[src/rtl/pipe_ctrl.sv]
// Pipeline controller: stall-request merge, jump/interrupt redirect with younger-stage flush, single IRQ FSM.
// Latency: redirect, stall and flush are combinational (0 cycles); an interrupt is taken the cycle after it qualifies.
// Backpressure: any stall request holds off interrupt entry; a jump overrides everything, including a pending take.
module pipe_ctrl #(
    parameter int NSTAGE     = 6,
    parameter int AW         = 32,
    parameter int JUMP_STAGE = 3,
    parameter int FLUSH_CYC  = 1
) (
    input  logic              clk,
    input  logic              rst_n,
    input  logic [NSTAGE-1:0] stall_req,
    input  logic              jump_flag,
    input  logic [AW-1:0]     jump_addr,
    input  logic              irq_req,
    input  logic              irq_en,
    input  logic [AW-1:0]     irq_vector,
    input  logic [AW-1:0]     irq_epc_in,
    output logic              ctrl_jump_flag,
    output logic [AW-1:0]     ctrl_jump_addr,
    output logic [NSTAGE-1:0] stall,
    output logic [NSTAGE-1:0] flush,
    output logic              irq_ack,
    output logic [AW-1:0]     epc_out,
    output logic              busy
);

    localparam int CW = (FLUSH_CYC > 1) ? $clog2(FLUSH_CYC) : 1;
    localparam logic [CW-1:0] CNT_INIT = CW'(FLUSH_CYC - 1);
    localparam logic [NSTAGE-1:0] ONES = '1;
    localparam logic [NSTAGE-1:0] JMP_MASK = ONES >> (NSTAGE - JUMP_STAGE);
    localparam logic [NSTAGE-1:0] IRQ_MASK = ONES >> (NSTAGE - JUMP_STAGE - 1);

    typedef enum logic [1:0] {IDLE, IRQ_TAKE, FLUSH} state_t;

    state_t        state, state_nxt;
    logic [CW-1:0] cnt, cnt_nxt;
    logic [AW-1:0] epc;
    logic          epc_ld;

    // Holding stage h also holds every younger stage behind it.
    function automatic logic [NSTAGE-1:0] merge(input logic [NSTAGE-1:0] req);
        logic [NSTAGE-1:0] m;
        logic              acc;
        m   = '0;
        acc = 1'b0;
        for (int i = NSTAGE - 1; i >= 0; i--) begin
            acc  = acc | req[i];
            m[i] = acc;
        end
        return m;
    endfunction

    always_ff @(posedge clk or negedge rst_n) begin
        if (!rst_n) begin
            state <= IDLE;
            cnt   <= '0;
            epc   <= '0;
        end else begin
            state <= state_nxt;
            cnt   <= cnt_nxt;
            if (epc_ld) begin
                epc <= irq_epc_in;
            end
        end
    end

    always_comb begin
        state_nxt      = state;
        cnt_nxt        = cnt;
        epc_ld         = 1'b0;
        ctrl_jump_flag = 1'b0;
        ctrl_jump_addr = '0;
        stall          = '0;
        flush          = '0;
        irq_ack        = 1'b0;

        if (jump_flag) begin
            ctrl_jump_flag = 1'b1;
            ctrl_jump_addr = jump_addr;
            flush          = JMP_MASK;
            state_nxt      = (FLUSH_CYC > 1) ? FLUSH : IDLE;
            cnt_nxt        = CNT_INIT;
        end else begin
            case (state)
                IRQ_TAKE: begin
                    ctrl_jump_flag = 1'b1;
                    ctrl_jump_addr = irq_vector;
                    irq_ack        = 1'b1;
                    flush          = IRQ_MASK;
                    epc_ld         = 1'b1;
                    state_nxt      = (FLUSH_CYC > 1) ? FLUSH : IDLE;
                    cnt_nxt        = CNT_INIT;
                end
                FLUSH: begin
                    // Younger stages are being bubbled anyway; only older stages may still hold.
                    stall = merge(stall_req & ~JMP_MASK);
                    flush = JMP_MASK & ~stall;
                    if (cnt <= CW'(1)) begin
                        state_nxt = IDLE;
                        cnt_nxt   = '0;
                    end else begin
                        cnt_nxt = cnt - CW'(1);
                    end
                end
                default: begin
                    stall = merge(stall_req);
                    if (irq_req && irq_en && (stall_req == '0)) begin
                        state_nxt = IRQ_TAKE;
                    end
                end
            endcase
        end

        if (!rst_n) begin
            ctrl_jump_flag = 1'b0;
            ctrl_jump_addr = '0;
            stall          = '0;
            flush          = '0;
            irq_ack        = 1'b0;
            epc_ld         = 1'b0;
        end
    end

    assign epc_out = epc;
    assign busy    = rst_n && (state != IDLE);

endmodule

[config.mk]
export PLATFORM = sky130hd
export DESIGN_NAME = pipe_ctrl
export DESIGN_NICKNAME = d
export VERILOG_FILES = /design/src/rtl/pipe_ctrl.sv
export SDC_FILE = /design/constraint.sdc
export NUM_CORES = 1
export LEC_CHECK = 0
export ABC_AREA = 1
export BUFFER_PORTS_ARGS = -buffer_cell sky130_fd_sc_hd__clkbuf_2
export CORE_ASPECT_RATIO = 1.2
export CORE_MARGIN = 10
export CORE_UTILIZATION = 39
export CTS_CLUSTER_SIZE = 40
export DETAILED_ROUTE_END_ITERATION = 10
export GPL_TIMING_DRIVEN = 0
export PLACE_DENSITY = 0.82
export SKIP_CTS_REPAIR_TIMING = 1
export SKIP_LAST_GASP = 1
export SLEW_MARGIN = 20
export SYNTH_ARGS = -nofsm -noshare
export SYNTH_HDL_FRONTEND = slang
export SYNTH_SLANG_ARGS = --single-unit
export TNS_END_PERCENT = 1
[constraint.sdc]
create_clock -name clk -period 2.2 [get_ports clk]
set_input_delay 0.22 -clock clk [delete_from_list [all_inputs] [get_ports clk]]
set_output_delay 0.22 -clock clk [all_outputs]
set_load 0.01 [all_outputs]
==> impl_metrics.json, run 1 <==
{
  "post-dp-hpwl_mm": 6.59,
  "io_buffer_count": 182,
  "via_count": 2435,
  "ys.warnings.count": 0,
  "track_usage": 0.176,
  "start_kind": "flip-flop",
  "dr.pass1.iters": 4,
  "synth_cell_types": 14,
  "wl_mm": 7.68,
  "core-area_um2": 4630,
  "ios": 186,
  "synthCells": 281,
  "synth_compound_area_frac": 0.00265,
  "ys_ff_latch": 33,
  "endpoint_kind": "output port",
  "drive_gt1_frac": 0.451,
  "initial_core_util": 0.408,
  "synthSimpleGateAreaFrac": 0.443,
  "fin_nets": 580,
  "ff_latch_area_um2": 826,
  "design.die.area_um2": 8040,
  "grt_pass1_vias": 2415,
  "diodes": 0,
  "fin_util": 0.655,
  "cts_root_buf": "clkbuf_8",
  "numCtsBuffers": 5,
  "hold_viol_final": 0,
  "power.density_nw_per_um2": 482,
  "min_period_over_period": 0.776,
  "maxSlewViolCount": 0,
  "multi_input_area_um2": 850,
  "grt_pass1_wl_mm": 11.8,
  "clock_latency_ns": 0.28,
  "hold_ws_ns": 0.128,
  "clkTransAtPathRegs_ns": 0.07,
  "fin_skew_ns": 0.00589,
  "synth_xor_area_frac": 0,
  "finalSetupViolCount": 0,
  "wire_per_inst_um": 14.4,
  "grt_antenna_before_repair": 0,
  "fmax_mhz": 586,
  "outcome": "finished, final reports clean",
  "die_w_um": 83.5,
  "area_growth_pct": 60.3,
  "synth_mux_area_frac": 0,
  "syn_avg_cell_area_um2": 6.72,
  "final_common_cell": "clkbuf_2",
  "drt_iter0_drc": 41,
  "rsz0062_at_grt": "no",
  "ir_worst_vdd_mv": 0.649,
  "holdCritPathClass": "primary input to flip-flop",
  "fp.dieH_um": 96.2,
  "syn_area_um2": 1890,
  "mostFrequentLayoutCells": "clkbuf_2, nand2_1, nand3_1",
  "drc": 0,
  "via_per_inst": 4.58,
  "min_period_ns": 1.71,
  "synth_top_family_by_area": "simple AND/OR/NAND/NOR gates",
  "cts.htree.levels": 2,
  "grt_max_degree": 35,
  "worstSetupPathType": "flip-flop to output port",
  "fp-row-count": 27,
  "synthAdderAreaFrac": 0,
  "required_ns": 1.98,
  "worstPathArrival_ns": 1.49,
  "n_fill_cell": 437,
  "yosysSeqAreaShare": 0.437,
  "fin_cells": 532,
  "grt_overflow": 0,
  "cts_tree": "done",
  "power_leakage_uw": 0.00207,
  "maxCapViolCount": 0,
  "clock_sinks": 33,
  "antenna_left": 0,
  "crit_fanout": 10,
  "dp.cells": 522,
  "gp_congestion": 0.815,
  "cts_buffer_depth": 2
}
cell type report:
type | count | area share
Timing Repair Buffer | 184 | 0.311
Multi-Input combinational cell | 213 | 0.280
Sequential cell | 33 | 0.273
Buffer | 24 | 0.0570
Clock buffer | 6 | 0.0273
Tap cell | 58 | 0.0240
Inverter | 12 | 0.0149
Clock inverter | 2 | 0.0124
critical path, stage by stage (launching register included):
cell,delay [ns]
dfrtp_1,0.34
nand2_1,0.06
inv_2,0.06
nand2_2,0.10
inv_2,0.08
buf_6,0.15
buf_6,0.15
nand2_1,0.05
nand2_1,0.06
clkbuf_2,0.14
where the power goes:
group	leakage [uW]	internal, uW	switching [uW]
sequential	0.000460	615	4.72
combinational	0.00155	128	125
clock	0.0000574	368	219
layer usage:
layer  global-route usage  wire length [um]  share of wire
met1                0.187              2870           0.37
met2                0.316              3780           0.49
met3               0.0778               938           0.12
met4               0.0475                83          0.011
met5                    0                 0              0
registers in the layout, indices dropped and copies added (netlist names):
| name | cells |
|---|---|
| state | 1 |
| epc_out | 32 |
cell usage after synthesis:
master    count  area [um^2]
inv_2         2         7.51
nand2_2       1         6.26
nor2_1        8         30.0
nand4_1       1         6.26
buf_2         6         30.0
dfrtp_1      33          826
a21oi_1       1         5.00
nand2_1     165          619
inv_1        10         37.5
clkbuf_1      4         15.0
conb_1        1         3.75
buf_6         6         67.6
nand3_1      35          175
buf_4         8         60.1
cells by family (layout without fill, tap and decap cells):
logic type	Yosys count	in the layout
buf+inv	36	228
simple gates	210	210
compound gates	1	1
flops	33	33
other cells	1	2
path summary, 6_finish.rpt:
check                          startpoint                 to  slack (ns)  cells past startpoint
min                        irq_epc_in[14]        epc_out[14]        0.13                      3
min reg2reg                   epc_out[14]        epc_out[14]        0.48                      2
min in group asynchronous           rst_n        epc_out[17]        0.51                      3
max                              state[0]  ctrl_jump_addr[0]        0.49                      9
max in group asynchronous           rst_n         epc_out[1]        1.51                      3
max reg2reg                      state[0]         epc_out[3]        0.98                      6
through the flow:
step | setup TNS [ns] | power [uW] | instance area (um^2) | setup WS, ns
3_5_place_dp | -3.20 | 880 | 2880 | -0.139
6_report | 0 | 1460 | 3030 | 0.492
5_1_grt | 0 | 1520 | 3030 | 0.369
2_1_floorplan | 0 | 721 | 1890 | 0.985
3_3_place_gp | -1.70 | 875 | 2880 | -0.0939
4_1_cts | -2.51 | 1470 | 3000 | -0.117
(Power assumes the default switching activity.)
==> run 2: changes to the inputs <==
--- a/config.mk
+++ b/config.mk
@@ -9,11 +9,11 @@
 export BUFFER_PORTS_ARGS = -buffer_cell sky130_fd_sc_hd__clkbuf_2
 export CORE_ASPECT_RATIO = 1.2
 export CORE_MARGIN = 10
-export CORE_UTILIZATION = 39
+export CORE_UTILIZATION = 33
 export CTS_CLUSTER_SIZE = 40
 export DETAILED_ROUTE_END_ITERATION = 10
 export GPL_TIMING_DRIVEN = 0
-export PLACE_DENSITY = 0.82
+export PLACE_DENSITY = 0.74
 export SKIP_CTS_REPAIR_TIMING = 1
 export SKIP_LAST_GASP = 1
 export SLEW_MARGIN = 20
==> constraint.sdc (replaced) <==
create_clock -name clk -period 1.46 [get_ports clk]
set_input_delay 0.146 -clock clk [delete_from_list [all_inputs] [get_ports clk]]
set_output_delay 0.146 -clock clk [all_outputs]
set_load 0.01 [all_outputs]
==> impl_metrics.json, run 2 (synthesis gave the netlist of run 1 again) <==
{
  "outcome": "finished, violations left",
  "violations": "setup timing",
  "largest_reg_flops": 32,
  "start_kind": "flip-flop",
  "fin_nets": 587,
  "final_common_cell": "clkbuf_2",
  "wl_mm": 8.21,
  "holdCritPathClass": "primary input to flip-flop",
  "via_per_inst": 4.55,
  "core-area_um2": 5590,
  "cts_buffer_depth": 2,
  "ios": 186,
  "cts.htree.levels": 2,
  "grt_pass1_vias": 2414,
  "reg2reg_slack_ns": 0.17,
  "p_total_uw": 2210,
  "worstPathArrival_ns": 1.41,
  "antenna_left": 0,
  "timing.final.ws_setup_ns": -0.100,
  "rsz0062_at_grt": "yes",
  "maxCapViolCount": 0,
  "r2r_end": "epc_out[31]",
  "dp.cells": 528,
  "power.density_nw_per_um2": 685,
  "fin_area_um2": 3230,
  "drive_gt1_frac": 0.484,
  "drt_iter0_drc": 90,
  "critical_path.startpoint": "state[0]",
  "post-dp-hpwl_mm": 6.72,
  "ff_latch_area_um2": 826,
  "endpoint_kind": "output port",
  "numCtsBuffers": 5,
  "hold_viol_final": 0,
  "wire_per_inst_um": 15.0,
  "track_usage": 0.162,
  "timing.rr.start": "state[0]",
  "power_leakage_uw": 0.00217,
  "worstSetupPathType": "flip-flop to output port",
  "via_count": 2484,
  "fin_util": 0.578,
  "placed_area_um2": 2880,
  "clock_latency_ns": 0.28,
  "initial_core_util": 0.338,
  "dpl_worst_slack_ns": -0.726,
  "gp_congestion": 0.825,
  "area_growth_pct": 71.1,
  "io_buffer_count": 182,
  "fmax_mhz": 641,
  "cts_root_buf": "clkbuf_8",
  "min_period_ns": 1.56,
  "crit_fanout": 6,
  "mostFrequentLayoutCells": "clkbuf_2, nand2_1, nand3_1",
  "clkTransAtPathRegs_ns": 0.07,
  "fp.dieH_um": 103,
  "n_fill_cell": 554,
  "reg2reg_depth": 7,
  "min_period_over_period": 1.07,
  "dr.pass1.iters": 6,
  "finalSetupViolCount": 23,
  "grt_pass1_wl_mm": 11.7,
  "fp-row-count": 30,
  "fin_skew_ns": 0.00756,
  "cts_tree": "done",
  "clock_sinks": 33,
  "maxSlewViolCount": 0,
  "grt_max_degree": 35,
  "drc": 0,
  "grt_overflow": 0,
  "grt_antenna_before_repair": 2,
  "multi_input_area_um2": 897,
  "fin_cells": 546,
  "design.die.area_um2": 9160,
  "endpoint": "ctrl_jump_addr[7]",
  "required_ns": 1.31,
  "die_w_um": 89.1,
  "ir_worst_vdd_mv": 0.595
}
==> run 2: cell types whose count changed in the layout (fill, tap and decap cells not counted), moves of 3 or more <==
cell and delta:
buf_2 +7, buf_4 +6, buf_8 +3, clkbuf_2 -12, nand2_1 -13, nand2_2 +10, nand2_4 +3
==> run 2: layout make-up <==
class,instances,share of cell area
diodes,1,0.000774
plain buffers,24,0.0604
clock buffers,7,0.0267
clock inverters,1,0.00929
inverters,12,0.0147
multi-input cells,213,0.277
flip-flops and latches,33,0.255
well taps,64,0.0248
repair buffers,191,0.330
==> run 2: how the worst min path moves through the flow <==
stage                              start           to  depth (start not counted)
after global placement             rst_n  epc_out[26]                          1
after detailed placement           rst_n  epc_out[27]                          1
final                     irq_epc_in[26]  epc_out[26]                          3
after floorplan                    rst_n   epc_out[0]                          0
after global routing       irq_epc_in[1]   epc_out[1]                          3
after CTS                          rst_n  epc_out[30]                          1
==> run 2: through the flow <==
| stage | setup TNS [ns] | hold WS (ns) |
|---|---|---|
| after global routing | -4.34 | 0.0521 |
| after floorplan | 0 | -0.150 |
| after detailed placement | -41.06 | 0.294 |
| final | -1.58 | 0.0562 |
| after CTS | -31.40 | -0.0139 |
| after global placement | -38.29 | 0.281 |
==> run 2: report_power, final <==
part           internal [uW]  switching, uW  total (uW)
sequential               927           6.98         934
clock                    556            327         883
combinational            202            194         397
==> run 2: critical path, stage by stage, from the launching register on <==
cell and delay, ns:
dfrtp_1 0.38, nand2_1 0.08, inv_2 0.05, nand2_4 0.08
inv_4 0.04, buf_12 0.13, clkbuf_16 0.15, nand2_1 0.06
nand2_1 0.06, clkbuf_2 0.13
==> run 2: metal layers <==
metal	vias to the layer above	GRT usage	routed length [um]
met2	134	0.282	4010
met1	1092	0.164	2900
li1	1242	-	-
met3	16	0.0893	1180
met5	-	0	0
met4	0	0.0392	120
==> run 3: changes to the inputs <==
--- a/config.mk
+++ b/config.mk
@@ -8,7 +8,7 @@
 export ABC_AREA = 1
 export BUFFER_PORTS_ARGS = -buffer_cell sky130_fd_sc_hd__clkbuf_2
 export CORE_ASPECT_RATIO = 1.2
-export CORE_MARGIN = 10
+export CORE_MARGIN = 1
 export CORE_UTILIZATION = 33
 export CTS_CLUSTER_SIZE = 40
 export DETAILED_ROUTE_END_ITERATION = 10
@@ -16,7 +16,7 @@
 export PLACE_DENSITY = 0.74
 export SKIP_CTS_REPAIR_TIMING = 1
 export SKIP_LAST_GASP = 1
-export SLEW_MARGIN = 20
+export SLEW_MARGIN = 40
 export SYNTH_ARGS = -nofsm -noshare
 export SYNTH_HDL_FRONTEND = slang
 export SYNTH_SLANG_ARGS = --single-unit
==> impl_metrics.json, run 3 (synthesis gave the netlist of run 1 again) <==
{
  "r2r_end": "epc_out[19]",
  "area_growth_pct": 67.0,
  "p_int_uw": 1620,
  "finalSetupViolCount": 25,
  "grt_pass1_vias": 2161,
  "dp.cells": 526,
  "cts.htree.levels": 2,
  "worstSetupPathType": "flip-flop to output port",
  "gp_congestion": 0.787,
  "ios": 186,
  "clock_latency_ns": 0.28,
  "crit_top_cell": "nand2_1",
  "required_ns": 1.31,
  "worstPathArrival_ns": 1.40,
  "design.die.area_um2": 6030,
  "power_leakage_uw": 0.00213,
  "via_count": 2436,
  "min_period_over_period": 1.06,
  "initial_core_util": 0.349,
  "timing.rr.start": "state[0]",
  "fin_cells": 542,
  "diodes": 0,
  "hold_end": "epc_out[17]",
  "fin_util": 0.584,
  "clock_power_share": 0.380,
  "reg2reg_slack_ns": 0.17,
  "cpMaxStageDelayCell": "dfrtp_1",
  "maxCapViolCount": 0,
  "mostFrequentLayoutCells": "clkbuf_2, nand2_1, nand3_1",
  "grt_max_degree": 35,
  "dr.pass1.iters": 7,
  "cts_buffer_depth": 2,
  "ir_worst_vdd_mv": 0.553,
  "hold_viol_final": 0,
  "cts_tree": "done",
  "drt_iter0_drc": 77,
  "post-dp-hpwl_mm": 4.83,
  "via_per_inst": 4.49,
  "final_common_cell": "clkbuf_2",
  "start_kind": "flip-flop",
  "clock_sinks": 33,
  "io_buffer_count": 182,
  "wire_per_inst_um": 11.2,
  "clkTransAtPathRegs_ns": 0.07,
  "min_period_ns": 1.55,
  "fin_nets": 587,
  "grt_antenna_before_repair": 0,
  "holdCritPathClass": "primary input to flip-flop",
  "path_cells": "nand2_1 -> inv_2 -> nand2_4 -> inv_4 -> buf_12 -> clkbuf_16 -> nand2_2 -> nand2_1 -> buf_2",
  "placed_area_um2": 2880,
  "fin_area_um2": 3160,
  "die_w_um": 71.1,
  "violations": "DRC, setup timing",
  "fin_skew_ns": 0.00403,
  "track_usage": 0.193,
  "fmax_mhz": 645,
  "n_fill_cell": 519,
  "power.density_nw_per_um2": 673,
  "endpoint_kind": "output port",
  "rsz0062_at_grt": "yes",
  "fp-row-count": 29,
  "cts_root_buf": "clkbuf_8",
  "holdPathStages": 3,
  "outcome": "finished, violations left",
  "largest_reg_flops": 32,
  "grt_overflow": 0,
  "timing.final.ws_setup_ns": -0.0893,
  "core-area_um2": 5410,
  "pwr-share-seq": 0.440,
  "slowest_delay_ns": 0.38,
  "wl_mm": 6.07,
  "crit_fanout": 6,
  "drc": 15,
  "numCtsBuffers": 5,
  "maxSlewViolCount": 0,
  "fp.dieH_um": 84.9,
  "p_comb_frac": 0.180,
  "swShare": 0.238,
  "antenna_left": 0,
  "min_from": "irq_epc_in[17]",
  "reg2reg_depth": 9,
  "switchingPower_uw": 506,
  "finalSetupTns_ns": -1.62,
  "grt_pass1_wl_mm": 9.27,
  "drive_gt1_frac": 0.469
}
-- run 3: worst max-delay path by stage --
stage | start | to | slack, ns | cells past startpoint
final | state[0] | ctrl_jump_addr[4] | -0.09 | 9
after global routing | state[0] | ctrl_jump_addr[4] | -0.17 | 9
after CTS | rst_n | ctrl_jump_addr[7] | -0.43 | 11
after detailed placement | rst_n | ctrl_jump_addr[7] | -0.44 | 11
after global placement | rst_n | ctrl_jump_addr[7] | -0.71 | 11
after floorplan | state[0] | ctrl_jump_addr[0] | 0.33 | 8
-- run 3: worst max-delay path: cells and delay by family (launching register included) --
kind,cells,cell delay [ns]
flops,1,0.38
simple gates,4,0.24
buf+inv,5,0.50
-- run 3: area by class of cell --
type	count	area [um^2]	share of cell area
timing repair buffer	191	1040	0.329
multi-input combinational	213	867	0.275
sequential	33	826	0.262
buffer	24	195	0.0619
tap	62	77.6	0.0246
clock buffer	5	68.8	0.0218
inverter	12	47.5	0.0151
clock inverter	2	35.0	0.0111
-- run 3: power by group through the flow --
stage / combinational [uW] / sequential (uW) / clock, uW
after floorplan: 129 / 957 / 0
after global placement: 365 / 951 / 0
after detailed placement: 370 / 951 / 0
after CTS: 371 / 934 / 836
after global routing: 424 / 935 / 870
final: 381 / 934 / 808
-- run 3: through the flow --
stage	hold slack, ns	power (uW)	setup WS [ns]
2_1_floorplan	-0.150	1090	0.330
3_3_place_gp	0.287	1320	-0.709
3_5_place_dp	0.158	1320	-0.436
4_1_cts	-0.149	2140	-0.430
5_1_grt	0.0615	2230	-0.173
6_report	0.0597	2120	-0.0893
-- run 3: metal layers --
layer	vias to the layer above	wire, um	global-route usage
li1	1242	-	-
met1	1071	2450	0.223
met2	112	3120	0.354
met3	11	409	0.0428
met4	0	88	0.0564
met5	-	0	0
